$ cat src/rtl/uart_pkg.sv
// uart_pkg: shared UART state encodings and framing constants
package uart_pkg;
  typedef enum logic [2:0] {
    S_IDLE  = 3'd0,
    S_START = 3'd1,
    S_DATA  = 3'd2,
    S_STOP  = 3'd3,
    S_BREAK = 3'd4
  } state_t;
  localparam int UART_DATA_BITS = 8;
  localparam int UART_DIV_MIN = 2;
endpackage

$ cat src/rtl/fifo.sv
// fifo: synchronous first-word-fall-through FIFO, dout shows the head entry
module fifo #(
  parameter int DATA_WIDTH = 8,
  parameter int DEPTH = 16
) (
  input  logic                  clk,
  input  logic                  resetn,
  input  logic                  push,
  input  logic [DATA_WIDTH-1:0] din,
  input  logic                  pop,
  output logic [DATA_WIDTH-1:0] dout,
  output logic                  full,
  output logic                  empty
);
  localparam int AW = $clog2(DEPTH);
  logic [DATA_WIDTH-1:0] r_mem [DEPTH];
  logic [AW:0] r_wp, r_rp;
  logic w_wr, w_rd;
  assign w_wr = push & ~full;
  assign w_rd = pop & ~empty;
  assign empty = r_wp == r_rp;
  assign full = (r_wp[AW] != r_rp[AW]) && (r_wp[AW-1:0] == r_rp[AW-1:0]);
  assign dout = r_mem[r_rp[AW-1:0]];
  always_ff @(posedge clk)
    if (w_wr) r_mem[r_wp[AW-1:0]] <= din;
  always_ff @(posedge clk)
    if (!resetn) begin
      r_wp <= '0;
      r_rp <= '0;
    end else begin
      if (w_wr) r_wp <= r_wp + 1'b1;
      if (w_rd) r_rp <= r_rp + 1'b1;
    end
endmodule

$ cat src/rtl/rx_uart.sv
// rx_uart: 8N1 oversampling UART receiver feeding a byte FIFO.
// Define RX_UART_MAJORITY_EN for 2-of-3 majority sampling (divisor clamped to 4).
module rx_uart
  import uart_pkg::*;
#(
  parameter int FIFO_DEPTH = 16
) (
  input  logic        clk,
  input  logic        resetn,
  input  logic        rx_in,
  input  logic [15:0] div,
  output logic [7:0]  rx_data,
  output logic        rx_valid,
  input  logic        rx_ready,
  input  logic        err_clr,
  output logic        overrun,
  output logic        frame_err,
  output logic        busy
);
`ifdef RX_UART_MAJORITY_EN
  localparam logic [16:0] DMIN = 17'd4;
  localparam logic [16:0] RL = 17'd2;
`else
  localparam logic [16:0] DMIN = 17'(UART_DIV_MIN);
  localparam logic [16:0] RL = 17'd1;
`endif
  state_t r_state;
  logic r_m1, r_s, r_ovr, r_fe;
  logic [16:0] r_cnt, r_d, w_d;
  logic [7:0] r_sh;
  logic [2:0] r_idx;
  logic w_tick, w_bit, w_full, w_empty, w_stop, w_push;
  assign w_d = ({1'b0, div} < DMIN) ? DMIN : {1'b0, div};
`ifdef RX_UART_MAJORITY_EN
  logic r_s1, r_s0, r_ph;
  assign w_tick = r_ph;
  assign w_bit = (r_s1 & r_s0) | (r_s1 & r_s) | (r_s0 & r_s);
  // r_s1 also tracks the line while idle so a short first half-bit still has a valid vote
  always_ff @(posedge clk)
    if (!resetn) begin
      r_s1 <= 1'b1;
      r_s0 <= 1'b1;
      r_ph <= 1'b0;
    end else begin
      if (r_cnt == 17'd1 || r_state == S_IDLE) r_s1 <= r_s;
      if (r_cnt == 17'd0) r_s0 <= r_s;
      r_ph <= r_cnt == 17'd0 && !r_ph && r_state inside {S_START, S_DATA, S_STOP};
    end
`else
  assign w_tick = r_cnt == 17'd0;
  assign w_bit = r_s;
`endif
  assign w_stop = r_state == S_STOP && w_tick;
  assign w_push = w_stop & w_bit & ~w_full;
  assign busy = r_state != S_IDLE;
  assign rx_valid = ~w_empty;
  assign overrun = r_ovr;
  assign frame_err = r_fe;
  always_ff @(posedge clk)
    if (!resetn) begin
      r_m1 <= 1'b1;
      r_s <= 1'b1;
      r_state <= S_IDLE;
      r_cnt <= '0;
      r_d <= '0;
      r_sh <= '0;
      r_idx <= '0;
      r_ovr <= 1'b0;
      r_fe <= 1'b0;
    end else begin
      r_m1 <= rx_in;
      r_s <= r_m1;
      r_ovr <= (w_stop & w_bit & w_full) | (r_ovr & ~err_clr);
      r_fe <= (w_stop & ~w_bit) | (r_fe & ~err_clr);
      if (r_state inside {S_START, S_DATA, S_STOP} && !w_tick && r_cnt != 17'd0) r_cnt <= r_cnt - 17'd1;
      case (r_state)
        S_IDLE:
          if (!r_s) begin
            r_d <= w_d;
            r_cnt <= (w_d >> 1) - RL;
            r_state <= S_START;
          end
        S_START:
          if (w_tick) begin
            r_cnt <= r_d - RL;
            r_idx <= '0;
            r_state <= w_bit ? S_IDLE : S_DATA;
          end
        S_DATA:
          if (w_tick) begin
            r_sh <= {w_bit, r_sh[7:1]};
            r_cnt <= r_d - RL;
            r_idx <= r_idx + 3'd1;
            if (r_idx == 3'(UART_DATA_BITS - 1)) r_state <= S_STOP;
          end
        S_STOP: if (w_tick) r_state <= w_bit ? S_IDLE : S_BREAK;
        S_BREAK: if (r_s) r_state <= S_IDLE;
        default: r_state <= S_IDLE;
      endcase
    end
  fifo #(.DATA_WIDTH(8), .DEPTH(FIFO_DEPTH)) rx_fifo_i (
    .clk(clk),
    .resetn(resetn),
    .push(w_push),
    .din(r_sh),
    .pop(rx_valid & rx_ready),
    .dout(rx_data),
    .full(w_full),
    .empty(w_empty)
  );
endmodule

$ cat config.mk
export PLATFORM = sky130hd
export DESIGN_NAME = rx_uart
export DESIGN_NICKNAME = d
export VERILOG_FILES = /design/src/rtl/uart_pkg.sv /design/src/rtl/fifo.sv /design/src/rtl/rx_uart.sv
export SDC_FILE = /design/constraint.sdc
export NUM_CORES = 1
export LEC_CHECK = 0
export CORE_MARGIN = 3
export CORE_UTILIZATION = 57
export DETAILED_ROUTE_END_ITERATION = 6
export DONT_BUFFER_PORTS = 1
export PLACE_DENSITY = 0.75
export SETUP_SLACK_MARGIN = 0.05
export SYNTH_ARGS = -nofsm -noshare
export SYNTH_HDL_FRONTEND = slang
export SYNTH_HIERARCHICAL = 1
export SYNTH_SLANG_ARGS = --single-unit
$ cat constraint.sdc
create_clock -name clk -period 2.59 [get_ports clk]
set_input_delay 0.518 -clock clk [delete_from_list [all_inputs] [get_ports clk]]
set_output_delay 0.518 -clock clk [all_outputs]
set_load 0.01 [all_outputs]
==> metrics <==
CTS tree=built; #FFs+latches synth=193; Total GRT Usage=23.21%; commonest non-fill, non-tap cell in the layout=edfxtp_1; I/O Buffers=0; Placer Congestion=0.8640; final net count=720; slowest cell delay on critical path=540 ps; status=finished, violations left; Crit Path Max Fanout=8; total grt overflow=0; dpl hpwl=~12 mm; drt initial violations=~340; CP top delay family=multiplexers; CP Data Arrival Time=2150 ps; Hold Crit Depth=1; DRC errors left=0; largest area contributor in the netlist=edfxtp_1; reg2reg start=rx_fifo_i/r_wp[2]; Die ar.=0.01682 mm²; top-area cell type share of the netlist area=about 44%; Die W=129.7 µm; Net Count, Synth=699; I/O pin count=33; Setup CP Type=reg -> out; Clock Latency Late Sink=around 430 ps; fmax=374.4 MHz; setup TNS=-525.3 ps; CTS clk-pin slew, worst paths=70 ps; peak supply drop=0.5523 mV; sequential share of the synthesized area=58.98%; hold_sp=resetn; vias in the first global route=approximately 5,600; # rows=44; overall routed net length=18.92 mm; DR WL/cell=21.36 µm; YS warnings=6; Pwr Density=715.5 mW/mm²; Slew HR=about 54%; DRT antenna net count=0; TritonCTS Buffers=17; Placed Instances=850; Post-synth EDFFs=between 100 and 150; total power=7.003 mW; H-tree Lvls=4; Post-Syn Instances=668; CP most frequent cell=mux4_2; RSZ-0062 raised after global routing=yes; pin count of the biggest net entering global routing=40; synth top area cells=edfxtp_1 44%, dfxtp_1 15%, mux4_1 7.2%; CP max-delay cell=mux4_2; first-pass GRT wire length=~30 mm; Cell Chain, Critical Path=clkbuf_16, mux4_2, mux4_2; Reg2Reg Depth=8; Clock Skew=8.050 ps; fraction of synthesis flops using an asynchronous set or reset pin=0%; fraction of layout cells with a size suffix above 1=17.95%; max_cap viols=0; crit path launch type=flop; core area=0.01475 mm²; Req. time, crit path=2070 ps; post-cts hold buffer count=0; Hold WC Path Type=in -> reg; clock root buffer=clkbuf_16; synth unique cells=57; ant diodes=0; syn_area_per_cell=~13 µm²; final cycle utilization of the critical path=103.1%; Worst Tran Pin Value=~690 ps; Starting Density=59.12%; WHS Endpoint=r_m1; clk buf depth=2; Syn Std Cell Area=0.008723 mm²; antenna violations before repair=0; drt pass-1 iters=5; Setup WS pre-CTS=62.74 ps; most frequent cells in the layout=128 x edfxtp_1, 85 x nand2_1, 63 x dfxtp_1, 44 x a21oi_1, 35 x nor2_1; via/cell ratio=roughly 6.3; Layout area overhead=12.19%; nature of the critical path endpoint=primary output; violated checks=negative setup slack; Tmin final=2671 ps; fin cells=886; Sink Count=193; Leakage=about 3.3 nW; via count=between 5,000 and 6,000; DIE HEIGHT=around 130 µm; Most used DFF post-synth=edfxtp_1; setup violators final=8; Worst R2R Setup Slack=~170 ps; Reg2Reg Capture Point=rx_fifo_i/r_mem[7][1]; final worst slack=-81.16 ps; final hold viol count=0; Final Max Tran Viols=0; Buf+Inv Stages, Crit Path=1
## logic make-up (layout without fill, tap and decap cells)
logic type / after synthesis / after routing / synth area share [%]
XOR/XNOR: 34 / 34 / 3.414
multiplexers: 56 / 56 / 13.22
AND/OR/NAND/NOR: 235 / 235 / 13.67
buffers and inverters: 47 / 81 / 2.754
AO/OA/AOI/OAI: 93 / 93 / 6.526
flip-flops: 193 / 193 / 58.98
adder cells (fa/ha/maj): 10 / 10 / 1.434
## per-stage QoR
step	area (µm²)	utilization, %	hold WS, ps
floorplan	8796	-	386.3
global route	9787	66.33	152.6
global placement	9175	62.19	389.6
finish	9787	66.33	156.9
detailed placement	9175	62.19	394.4
CTS	9741	66.02	147.2
## Yosys cell counts (6+ instances only)
cell and count:
a21oi_1 45, and3_1 15, buf_2 8, clkbuf_1 15, dfxtp_1 65, edfxtp_1 128
ha_1 10, inv_1 14, mux2i_1 14, mux4_1 24, mux4_2 16, nand2_1 85
nand2b_1 9, nand3_1 12, nand4_1 8, nor2_1 37, nor2b_1 6, nor3_1 19
nor4_1 13, o211ai_1 9, o21ai_0 9, o22ai_1 7, xnor2_1 17, xor2_1 17
## metal layers
| metal | vias up | GRT usage [%] | share of wire [%] |
|---|---|---|---|
| met3 | 31 | 5.035 | 3.7 |
| met1 | 2806 | 26.87 | 40 |
| li1 | 2581 | - | - |
| met2 | 167 | 42.89 | 54 |
| met5 | - | 0 | 0 |
| met4 | 0 | 7.457 | 1.8 |
## power breakdown
part / leakage [nW] / switching (mW) / internal [mW] / total [mW]
combinational: 1.30 / 0.572 / 0.446 / 1.02
clock: 0.284 / 1.18 / 1.36 / 2.54
sequential: 1.71 / 0.114 / 3.33 / 3.44
## state kept, by name, indices dropped and copies added (netlist names), named ones only
register / flops
r_d: 16
overrun: 1
frame_err: 1
rx_fifo_i/r_mem: 128
r_sh: 8
r_s: 1
rx_fifo_i/r_wp: 5
r_idx: 3
rx_fifo_i/r_rp: 5
r_m1: 1
r_state: 3
r_cnt: 17
## what timing repair did
item | in CTS | in global routing
gates cloned | 1 | 2
setup endpoints to repair | 9 | 138
resized for setup | 14 | 10
pin swaps | 0 | 1
buffers inserted | 0 | 1
## cell type report
class / instances / area, µm²
Sequential cell: 193 / 5150
Fill cell: 1074 / 4967
Multi-Input combinational cell: 428 / 3349
Timing Repair Buffer: 35 / 434.2
Clock buffer: 18 / 429.2
Tap cell: 184 / 230.2
Clock inverter: 14 / 141.4
Inverter: 14 / 52.55
## worst max path at each step
stage / slack (ps) / startpoint / end / cells past startpoint
finish: -80 / flop / rx_data[7] / 3
CTS: -100 / flop / rx_data[2] / 3
floorplan: -90 / div[4] / r_cnt[4] / 14
detailed placement: 60 / div[7] / r_cnt[4] / 11
global placement: 140 / div[7] / r_cnt[4] / 11
global route: -120 / flop / rx_data[5] / 3
Note: power is estimated with default switching activity, not from simulation.
